### src/rtl/ls86_serial_descrambler.sv
// Self-synchronizing x^7+x^6+1 serial descrambler with flush, idle lock and loss-of-lock tracking.
// Optional LS86_DESCR_LOLCNT_EN enables the saturating loss-of-lock event counter.
module ls86_serial_descrambler #(
  parameter int WIDTH        = 7,
  parameter int TAP_A        = 5,
  parameter int TAP_B        = 6,
  parameter int LOCK_COUNT   = 32,
  parameter int UNLOCK_COUNT = 8
) (
  input  logic       clk,
  input  logic       rst,
  input  logic       in_valid,
  input  logic       in_bit,
  output logic       out_valid,
  output logic       out_bit,
  output logic       locked,
  output logic [7:0] lol_count
);

  localparam int RUN_MAX = (LOCK_COUNT > UNLOCK_COUNT) ?
                           LOCK_COUNT : UNLOCK_COUNT;
  localparam int CW = $clog2(RUN_MAX + 1);
  localparam int FW = $clog2(WIDTH + 1);

  localparam logic [FW-1:0] FLUSH_LAST  = FW'(WIDTH - 1);
  localparam logic [CW-1:0] LOCK_LAST   = CW'(LOCK_COUNT - 1);
  localparam logic [CW-1:0] UNLOCK_LAST = CW'(UNLOCK_COUNT - 1);

  typedef enum logic [1:0] {
    FLUSH,
    SEARCH,
    LOCKED
  } state_t;

  state_t          state;
  logic [WIDTH-1:0] sr;
  logic [FW-1:0]   fcnt;
  logic [CW-1:0]   zrun;
  logic [CW-1:0]   orun;
  logic            d;

  // Taps see the raw received stream, so the descrambler resyncs by itself.
  assign d = in_bit ^ sr[TAP_A] ^ sr[TAP_B];

`ifdef LS86_DESCR_LOLCNT_EN
  logic [7:0] lol_q;
  assign lol_count = lol_q;
`else
  assign lol_count = 8'h00;
`endif

  always_ff @(posedge clk) begin
    if (rst) begin
      state     <= FLUSH;
      sr        <= '0;
      fcnt      <= '0;
      zrun      <= '0;
      orun      <= '0;
      out_valid <= 1'b0;
      out_bit   <= 1'b0;
      locked    <= 1'b0;
`ifdef LS86_DESCR_LOLCNT_EN
      lol_q     <= 8'h00;
`endif
    end else begin
      out_valid <= 1'b0;
      if (in_valid) begin
        sr <= {sr[WIDTH-2:0], in_bit};
        unique case (state)
          FLUSH: begin
            if (fcnt == FLUSH_LAST) begin
              state <= SEARCH;
              fcnt  <= '0;
            end else begin
              fcnt <= fcnt + 1'b1;
            end
          end
          SEARCH: begin
            out_valid <= 1'b1;
            out_bit   <= d;
            if (d) begin
              zrun <= '0;
            end else if (zrun == LOCK_LAST) begin
              state  <= LOCKED;
              locked <= 1'b1;
              zrun   <= '0;
            end else begin
              zrun <= zrun + 1'b1;
            end
          end
          LOCKED: begin
            out_valid <= 1'b1;
            out_bit   <= d;
            if (!d) begin
              orun <= '0;
            end else if (orun == UNLOCK_LAST) begin
              state  <= SEARCH;
              locked <= 1'b0;
              orun   <= '0;
              zrun   <= '0;
`ifdef LS86_DESCR_LOLCNT_EN
              if (lol_q != 8'hFF) lol_q <= lol_q + 8'h01;
`endif
            end else begin
              orun <= orun + 1'b1;
            end
          end
          default: state <= FLUSH;
        endcase
      end
    end
  end

endmodule

### config.mk
export PLATFORM = sky130hd
export DESIGN_NAME = ls86_serial_descrambler
export DESIGN_NICKNAME = d
export VERILOG_FILES = /design/src/rtl/ls86_serial_descrambler.sv
export SDC_FILE = /design/constraint.sdc
export NUM_CORES = 1
export LEC_CHECK = 0
export BUFFER_PORTS_ARGS = -buffer_cell sky130_fd_sc_hd__buf_2
export CAP_MARGIN = 0
export CORE_MARGIN = 2
export CORE_UTILIZATION = 61
export CTS_CLUSTER_SIZE = 40
export DETAILED_ROUTE_END_ITERATION = 8
export HOLD_SLACK_MARGIN = 0.1
export PLACE_DENSITY = 0.8
export SYNTH_ARGS = -nofsm -noshare
export SYNTH_HDL_FRONTEND = slang
export SYNTH_SLANG_ARGS = --single-unit
export TNS_END_PERCENT = 1
### constraint.sdc
create_clock -name clk -period 2.9 [get_ports clk]
set_input_delay 0.58 -clock clk [delete_from_list [all_inputs] [get_ports clk]]
set_output_delay 0.58 -clock clk [all_outputs]
set_load 0.01 [all_outputs]
==> flow_results.org <==
** Power and ir drop
- Of the total power, registers draw 65.5%.
- Switching share of power :: 23.9%
- The clock network is responsible for 28.1% of the overall power.
- Sum of internal, switching and leakage power :: 578 uW
- Power spread over the standard cell area amounts to 405 nW/um^2.
- Logic gate share of total power :: 6.4%
- Internal power of the cells :: 440 uW
- Across the VDD grid, the largest voltage drop is 0.000396 V.
- Summed over all nets, the switching power comes to 138 uW.
- Leakage dissipation :: 0.545 nW

** Layout
- Layout area overhead :: 2.98%
- For this run, the post-layout net count is 173.
- Most frequent cells in the layout :: 27 x dfxtp_1, 20 x nor2_1, 12 x nand2_1, 12 x a21oi_1
- After filler insertion, the fill cell instance count of the layout stands at 184.
- Leaving out fill and tap cells, the most frequent cell in the layout is dfxtp_1.
- In the final layout, flip-flops and latches occupy 541 um^2.
- Footprint of the multi-input gates :: 766 um^2
- The number of antenna diodes in the final layout is 0.
- In the final layout, the share of cells above drive strength 1 is 11.1%.

** GRT
- The first global-routing pass estimated 3.88 mm of wire.
- After global routing the overflow that remains totals 0.
- For this run, the total global-route usage over all layers was measured as 18.6%.
- Pin count of the biggest net entering global routing :: 29
- The number of global-route vias before repair was 955.
- Number of antenna violations at the first check in global routing :: 0

** Clock network
- Clock slew seen by the registers of the worst setup and hold paths :: 0.15 ns
- The clock passes through at most 2 buffers.
- Counting the buffers created by CTS gives 3.
- The cell sitting at the root of the clock tree is a clkbuf_4.
- Clock insertion delay at the later pin of the skew report :: 0.32 ns
- Once the clock tree was built, the setup fixing pass inserted 0 buffers.
- Clk sink count :: 27
- The number of hold buffers added after CTS was 0.
- TritonCTS built the clock tree.
- In this run the number of H-tree levels came out at 1.
- Cts repair resizes :: 0

** Die
- Floorplan die width :: 51.7 um
- Die height :: 51.7 um
- Top-level I/O count :: 15
- Die outline area :: 2670 um^2
- Area inside the core boundary :: 2170 um^2
- The floorplan has 17 rows.
- For this configuration, the core starts out at a cell density of 63.9%.

** Logic synthesis
- The synthesized netlist occupies a cell area of 1390 um^2.
- Synth Warn # :: 0
- By area, the combinational part of the netlist is dominated by simple AND/OR/NAND/NOR gates.
- Share of synthesized flip-flops with an asynchronous set or reset :: 0%
- Sequential cells were found to cover 39.0% of the synthesized design area.
- Summing the areas of all and, or, nand and nor instances in the mapped netlist gives 22.6% of the synthesized area.
- The netlist uses 42 different library cells.
- The synthesized netlist devotes 14.2% of its cell area to compound gates.
- For this run, the leading register cell type out of synthesis is dfxtp_1.
- In this run, synthesis inferred 0 flip-flops with an integrated enable.
- Area share of fa/ha/maj cells after synthesis :: 5.42%
- Post-synthesis mux area share :: 6.59%
- XOR/XNOR Fraction of Synth Area :: 4.33%
- The synthesized design contains 27 register bits.
- A synthesized cell averages 8.77 um^2.
- Number of cells produced by synthesis :: 158

** STA
- The max-slew violation total from the final report is 0.
- Based on the critical path, the design can be clocked at up to 460 MHz.
- Number of endpoints with negative hold slack in the final report :: 0
- Adding up every negative setup slack in the final design gives 0 ns.
- Skew final :: 0.00355 ns
- Min Clock Period, post-route :: 2.18 ns
- Count of endpoints failing setup in the final report :: 0
- Final worst hold slack :: 0.467 ns
- Dividing the final minimum period by the clock period gives 75.0%.
- Setup repair after global routing left no endpoint under its margin.

** Critical path
- Number of cell instances on the worst register-to-register path :: 7
- The worst setup path is launched from a flip-flop.
- Critical path data required time :: 3.16 ns
- The critical path in this run is classified as reg2reg.
- Endpoint kind of the worst setup timing path :: flip-flop
- STA puts the critical path data arrival time at 2.43 ns.
- In this run the worst path has a maximum fanout of 10.

** Hold path
- The min-delay analysis places its worst path in the category reg2reg.
- The worst hold path passes through 2 cells.

** Route
- Average wire per cell in the routed design :: 11.8 um
- DR DRC count :: 0
- Post-route ant nets :: 0
- Post-detailed-route via-to-cell ratio :: 5.62
- Number of vias in the routed layout :: 1,067
- Starting DRC count in detailed routing :: 20
- Wire length after detailed routing :: 2.24 mm
- The pre-antenna-repair detailed-routing pass consisted of 4 iterations.

** Run status
- The run finished with clean final reports.

** Placement
- At the end of routability-driven placement, the weighted congestion stood at 0.885.
- # port buffers :: 6
- The HPWL after detailed placement is 1.68 mm.

** Flow run
- Max-cap violations in this run came to 0.
[synthesized netlist by cell type, types with 3 or more instances]
cell,number,area share [%]
dfxtp_1,27,39
o21ai_0,4,1.4
or3_1,3,1.4
nand2_1,12,3.2
o2111ai_1,3,1.9
inv_1,7,1.9
xor2_1,4,2.5
nand4_1,3,1.4
nor2_1,20,5.4
mux2i_1,8,5.8
buf_4,8,4.3
nand3_1,5,1.8
clkbuf_1,3,0.81
a21oi_1,12,4.3
ha_1,6,5.4
[worst max-delay path, cell delays in order, from the launching register on]
cell and delay [ns]:
dfxtp_1 0.37, inv_1 0.09, ha_1 0.36, inv_1 0.14
nor3_1 0.30, o21ai_2 0.19, or4b_1 0.52, a21oi_1 0.15
[final timing paths]
path                              start                    to  slack (ns)
setup reg to reg  state[0]$_SDFFE_PP0P_  zrun[3]$_SDFFE_PP0P_        0.72
hold / removal     out_bit$_SDFFE_PP0P_  out_bit$_SDFFE_PP0P_        0.47
hold reg to reg    out_bit$_SDFFE_PP0P_  out_bit$_SDFFE_PP0P_        0.47
setup / recovery  state[0]$_SDFFE_PP0P_  zrun[3]$_SDFFE_PP0P_        0.72
[through the flow]
step	cell area, um^2	util [%]	std cells	worst slack (ns)
global route	1430	65.8	190	0.479
floorplan	1410	-	165	0.854
CTS	1430	65.8	190	0.724
finish	1430	65.8	190	0.725
detailed placement	1400	64.4	186	0.622
global placement	1400	64.4	186	0.687
[cell type report]
cell class              count  share of cell area [%]
well taps                  28                    2.45
clock buffers               3                    1.58
repair buffers              6                    2.10
clock inverters             1                   0.526
inverters                   7                    1.84
flip-flops and latches     27                    37.9
multi-input cells         118                    53.6
[kinds of logic after synthesis]
family	Yosys count
XOR/XNOR	5
adder cells (fa/ha/maj)	6
other	1
multiplexers	9
flip-flops	27
buffers and inverters	20
AND/OR/NAND/NOR	61
AO/OA/AOI/OAI	29
[sequential cells by signal (all words and copies together), names as in the netlist]
signal	cells
sr	7
orun	6
zrun	6
fcnt	3
state	2
locked	1
out_bit	1
out_valid	1
[power groups by stage]
| stage | clock network [mW] | logic [mW] | registers (mW) |
|---|---|---|---|
| detailed placement | 0 | 0.0367 | 0.386 |
| CTS | 0.167 | 0.0367 | 0.378 |
| global route | 0.180 | 0.0413 | 0.379 |
| floorplan | 0 | 0.0379 | 0.385 |
| global placement | 0 | 0.0359 | 0.386 |
| finish | 0.163 | 0.0370 | 0.378 |
[routing by layer]
metal	up-vias	part of all wire, %	GRT usage [%]
met1	496	49	24.5
met4	0	0.40	5.26
met2	19	48	31.6
li1	550	-	-
met3	2	2.5	2.59
met5	-	0	0
(Power assumes the default switching activity.)
